$ cat config.mk
export PLATFORM = sky130hd
export DESIGN_NAME = gradient_level
export DESIGN_NICKNAME = d
export VERILOG_FILES = /design/src/rtl/sift_pkg.sv /design/src/rtl/gradient_level.sv
export SDC_FILE = /design/constraint.sdc
export NUM_CORES = 1
export LEC_CHECK = 0
export ABC_CLOCK_PERIOD_IN_PS = 3200
export BUFFER_PORTS_ARGS = -buffer_cell sky130_fd_sc_hd__buf_2
export CAP_MARGIN = 10
export CORE_MARGIN = 2
export CORE_UTILIZATION = 38
export DETAILED_ROUTE_END_ITERATION = 6
export PLACE_DENSITY = 0.68
export SLEW_MARGIN = 20
export SYNTH_ARGS = -nofsm -noshare
export SYNTH_HDL_FRONTEND = slang
export SYNTH_SLANG_ARGS = --single-unit
$ cat constraint.sdc
create_clock -name clk -period 3.2 [get_ports clk]
set_clock_uncertainty 0.15 [all_clocks]
set_input_delay 0.32 -clock clk [delete_from_list [all_inputs] [get_ports clk]]
set_output_delay 0.32 -clock clk [all_outputs]
set_load 0.005 [all_outputs]
$ cat src/rtl/sift_pkg.sv
// Shared SIFT pipeline types, constants and helpers.
// Used by the gradient stage and reused by the descriptor stage.
package sift_pkg;

    typedef enum logic [1:0] {
        IDLE,
        READ,
        WRITE,
        DONE
    } gradient_state_t;

    localparam int unsigned BRAM_READ_LATENCY = 2;
    localparam int unsigned GRAD_PHASES       = 6;

    // Replicated-border clamp of a neighbour coordinate into [0, size-1].
    function automatic int clamp_coord(input int c, input int unsigned size);
        if (c < 0) begin
            return 0;
        end
        if (c > int'(size) - 1) begin
            return int'(size) - 1;
        end
        return c;
    endfunction

endpackage

$ cat src/rtl/gradient_level.sv
// Central-difference x/y gradients for one Gaussian-pyramid level.
// Sequential: four BRAM reads and one gradient write per pixel, raster order.
module gradient_level
    import sift_pkg::*;
#(
    parameter int unsigned WIDTH         = 64,
    parameter int unsigned HEIGHT        = 64,
    parameter int unsigned IMG_BIT_DEPTH = 8,
    parameter int unsigned BIT_DEPTH     = IMG_BIT_DEPTH + 1,
    localparam int unsigned ADDR_W       = (WIDTH * HEIGHT > 1) ? $clog2(WIDTH * HEIGHT) : 1
) (
    input  logic                        clk,
    input  logic                        rst_in,
    input  logic                        start,
    output logic [ADDR_W-1:0]           img_addr,
    input  logic [IMG_BIT_DEPTH-1:0]    img_data,
    output logic [ADDR_W-1:0]           grad_addr,
    output logic signed [BIT_DEPTH-1:0] grad_x_out,
    output logic signed [BIT_DEPTH-1:0] grad_y_out,
    output logic                        grad_wea,
    output logic                        busy,
    output logic                        gradients_done
);

    localparam int unsigned XW          = (WIDTH > 1) ? $clog2(WIDTH) : 1;
    localparam int unsigned YW          = (HEIGHT > 1) ? $clog2(HEIGHT) : 1;
    localparam int unsigned PHASE_W     = $clog2(GRAD_PHASES);
    localparam int unsigned ADDR_PHASES = 4;

    localparam logic [PHASE_W-1:0] LAST_PHASE = PHASE_W'(GRAD_PHASES - 1);
    localparam logic [PHASE_W-1:0] CAP_L      = PHASE_W'(BRAM_READ_LATENCY);
    localparam logic [PHASE_W-1:0] CAP_R      = PHASE_W'(BRAM_READ_LATENCY + 1);
    localparam logic [PHASE_W-1:0] CAP_U      = PHASE_W'(BRAM_READ_LATENCY + 2);

    gradient_state_t state, state_n;
    logic [PHASE_W-1:0] phase, phase_n;
    logic [XW-1:0] x, x_n;
    logic [YW-1:0] y, y_n;
    logic [IMG_BIT_DEPTH-1:0] pix_l, pix_r, pix_u;
    int nb_x, nb_y;
    logic [ADDR_W-1:0] nb_addr;

    // Next-state and raster advance.
    always_comb begin
        state_n = state;
        phase_n = phase;
        x_n     = x;
        y_n     = y;
        case (state)
            IDLE: begin
                if (start) begin
                    state_n = READ;
                    phase_n = '0;
                    x_n     = '0;
                    y_n     = '0;
                end
            end
            READ: begin
                if (phase == LAST_PHASE) begin
                    state_n = WRITE;
                end else begin
                    phase_n = phase + PHASE_W'(1);
                end
            end
            WRITE: begin
                phase_n = '0;
                if (x == XW'(WIDTH - 1)) begin
                    x_n = '0;
                    if (y == YW'(HEIGHT - 1)) begin
                        state_n = DONE;
                    end else begin
                        y_n     = y + YW'(1);
                        state_n = READ;
                    end
                end else begin
                    x_n     = x + XW'(1);
                    state_n = READ;
                end
            end
            DONE:    state_n = IDLE;
            default: state_n = IDLE;
        endcase
    end

    // Neighbour address for the phase about to run: left, right, up, down.
    always_comb begin
        nb_x = int'(x_n);
        nb_y = int'(y_n);
        if (phase_n == PHASE_W'(0)) begin
            nb_x = clamp_coord(int'(x_n) - 1, WIDTH);
        end else if (phase_n == PHASE_W'(1)) begin
            nb_x = clamp_coord(int'(x_n) + 1, WIDTH);
        end else if (phase_n == PHASE_W'(2)) begin
            nb_y = clamp_coord(int'(y_n) - 1, HEIGHT);
        end else begin
            nb_y = clamp_coord(int'(y_n) + 1, HEIGHT);
        end
        nb_addr = ADDR_W'(nb_y * int'(WIDTH) + nb_x);
    end

    always_ff @(posedge clk or posedge rst_in) begin
        if (rst_in) begin
            state          <= IDLE;
            phase          <= '0;
            x              <= '0;
            y              <= '0;
            pix_l          <= '0;
            pix_r          <= '0;
            pix_u          <= '0;
            img_addr       <= '0;
            grad_addr      <= '0;
            grad_x_out     <= '0;
            grad_y_out     <= '0;
            grad_wea       <= 1'b0;
            busy           <= 1'b0;
            gradients_done <= 1'b0;
        end else begin
            state          <= state_n;
            phase          <= phase_n;
            x              <= x_n;
            y              <= y_n;
            busy           <= (state_n == READ) || (state_n == WRITE);
            grad_wea       <= (state_n == WRITE);
            gradients_done <= (state_n == DONE);
            if (state_n == READ && phase_n < PHASE_W'(ADDR_PHASES)) begin
                img_addr <= nb_addr;
            end
            // Data returns BRAM_READ_LATENCY phases after its address; the down
            // sample is consumed directly as it arrives in the last phase.
            if (state == READ) begin
                if (phase == CAP_L) pix_l <= img_data;
                if (phase == CAP_R) pix_r <= img_data;
                if (phase == CAP_U) pix_u <= img_data;
                if (phase == LAST_PHASE) begin
                    grad_x_out <= BIT_DEPTH'(pix_r) - BIT_DEPTH'(pix_l);
                    grad_y_out <= BIT_DEPTH'(img_data) - BIT_DEPTH'(pix_u);
                    grad_addr  <= ADDR_W'(int'(y) * int'(WIDTH) + int'(x));
                end
            end
        end
    end

endmodule

==> impl_results.md <==
- Switch share: 0.227
- Total power density per cell area: just under 400 nW/um2
- Worst-path fanout max: 5
- Syn_area_per_cell: around 10 um2
- Reg-to-reg endpoint: img_addr[11]
- DR vias/cell: ~5.3
- Power Internal: between 1.5 and 2 mW
- Placed cell areas: roughly 5700 um2
- Final setup TNS: 0 ns
- Final setup viols: 0
- Ports: 56
- Yosys cell types: 79
- Placed insts: roughly 750
- CP required: about 3.3 ns
- First-pass GRT wire length: 19800 um
- Largest net degree at the start of global routing: 50
- Status: complete, no violations
- DR WL/cell: about 16 um
- Total length of routed wires: around 12000 um
- Worst Slack Setup Final: approximately 0.10 ns
- Final hold slack: between 0.08 and 0.09 ns
- Sw Pwr: around 570 uW
- Hold_sp: img_data[1]
- Clock Tree Buf Depth: 2
- GRT Util Overall: 0.172
- Reg2reg start: y[0]
- Area Growth Syn to Fin: 25.1%
- DPL Wire Length: between 8000 and 9000 um
- Synth area leaders: dfrtp_1 (42%), ha_1 (8.4%), mux2_2 (5.3%)
- Max Clock Freq: about 320 MHz
- Max-slew headroom: 0.380
- Syn nets: 556
- Least-Margin Pin Slew: ~0.90 ns
- # diodes: 0
- R2R cell count: 13
- H-tree levels: 3
- Reg power frac: 0.467
- Antenna violations before repair: 0
- Final non-filler cell total: roughly 780
- Post-route DRC violation count: 0
- Clock power share: 0.431
- Row cnt: 42
- Die ar.: 14300 um2
- Comb pwr share: 0.103
- Final core utilization: 0.483
- Setup Crit Path Kind: register to register
- Worst Setup End Kind: register
- Cells on Worst Hold Path: 3
- LEAKAGE: just under 3 nW
- Number of global-route vias before repair: about 4200
- Cell Area, Synth: a little over 5000 um2
- Synth async-reset ratio: 1.00
- Final Max Slew Viols: 0
- Main synth FF type: dfrtp_1
- Cells after Synth: between 500 and 600
- Share of cells above drive strength 1: 0.305
- Cell taking the most area after synthesis: dfrtp_1
- Seq/Total Area, Yosys: 0.424
- ANT nets after route: 0
- Core area: roughly 13000 um2
- RD Place Congestion: a little under 0.9
- Vias: a little over 4000
- Most frequent cells in the layout: dfrtp_1 (82), nand2_1 (65), buf_2 (55)
- Post-synth EDFFs: 0
- TritonCTS Buffers: 9
- Layout Nets: 643
- CP startpoint kind: register
- Final worst path period share: 0.967
- CP arrival: about 3.2 ns
- CTS tree: built
- Post-route cell area: 6350 um2
- Die width: approximately 120 um
- Clock root buffer: clkbuf_16
- Synth Warn #: 0
- #FFs+latches synth: 86
- GRT Residual Overflow: 0
- Yosys top cell area share: 0.424
- CTS clk-pin slew, worst paths: ~0.060 ns
- PortBufs: 55
- Worst hold path type: input pin to register
- Initial core utilization: 0.386
- Commonest non-fill, non-tap cell in the layout: dfrtp_1
- Drt first pass iters: 5
- Die height: around 120 um
- Dpl ws: -0.0611 ns
- CTS Sinks: 86
- Pwr Total: 2.52 mW
- Min Tclk post-route: around 3.1 ns
- Clock Latency Late Sink: approximately 0.34 ns
- Max_cap viols: 0
- CP startpoint: y[0]
- VDD IR max: around 0.00024 V
- Reg2Reg Setup Slack: around 0.10 ns
- Hold Crit Endpoint: pix_l[1]
- Final Hold Vio Count: 0
- Initial drt markers: about 260
## critical path, cell delays in order (launching register included)
cell and delay, ns:
dfrtp_1 0.36, ha_2 0.23, nand2_1 0.11, o211ai_4 0.34, buf_12 0.15, mux2i_4 0.26
buf_4 0.16, ha_4 0.20, o2bb2ai_4 0.16, nand4b_4 0.17, a2bb2oi_4 0.23, o32a_1 0.21
o31ai_1 0.08, a31oi_1 0.19
## area by class of cell
type                       count  area [um2]
clock inverter                 4        72.6
fill                        1207        6790
sequential                    86        2160
multi-input combinational    369        2920
timing repair buffer          94         608
inverter                      36         136
clock buffer                  11         233
tap                          176         220
## worst max path at each step
stage | end | slack (ns) | cells past startpoint
final | img_addr[11] | 0.10 | 13
after floorplan | img_addr[6] | 0.01 | 12
after detailed placement | img_addr[3] | -0.06 | 14
after global routing | img_addr[3] | -0.08 | 13
after CTS | img_addr[11] | 0.002 | 12
after global placement | img_addr[3] | 0.08 | 14
## cells in the mapped netlist, types with 10 or more instances
master / n
clkbuf_1: 10
inv_1: 34
dfrtp_1: 86
o21ai_0: 39
a21o_1: 13
nor2_1: 16
nand3_1: 10
mux2_2: 24
xnor2_1: 14
ha_1: 34
a21oi_1: 19
nor2b_1: 10
nand2_1: 65
## metal layers
metal	global-route usage	part of all wire	vias up
li1	-	-	1975
met1	0.199	0.43	2031
met2	0.312	0.52	92
met3	0.0380	0.032	16
met4	0.0581	0.016	0
met5	0	0	-
## registers in the layout (all words and copies together), names as in the netlist
name	flops
y	6
x	6
pix_u	8
gradients_done	1
grad_y_out	9
state	2
grad_addr	12
pix_r	8
busy	1
grad_wea	1
phase	3
grad_x_out	9
img_addr	12
pix_l	8
## power groups by stage
stage | logic (mW) | clock network (mW) | registers [mW]
2_1_floorplan | 0.155 | 0 | 1.20
4_1_cts | 0.257 | 1.12 | 1.18
3_5_place_dp | 0.254 | 0 | 1.20
3_3_place_gp | 0.247 | 0 | 1.19
6_report | 0.259 | 1.09 | 1.18
5_1_grt | 0.296 | 1.16 | 1.19
## repair_timing
item / 4_1_cts / 5_1_grt
gates cloned: 0 / 0
pin swaps: 0 / 7
gates resized for setup: 7 / 33
setup buffers: 0 / 8
endpoints found under the setup margin: 6 / 9
hold endpoints to repair: 41 / 0
hold buffers: 1 / 0
## cell families (layout without fill, tap and decap cells)
group                    after synthesis  in the layout  synth area share
other                                  1              1          0.000739
buffers and inverters                 54            145            0.0441
XOR/XNOR                              22             22            0.0380
flip-flops                            86             86             0.424
AO/OA/AOI/OAI                        130            130             0.184
adder cells (fa/ha/maj)               37             37            0.0937
multiplexers                          29             29            0.0633
AND/OR/NAND/NOR                      150            150             0.152
Note: power is estimated with default switching activity, not from simulation.
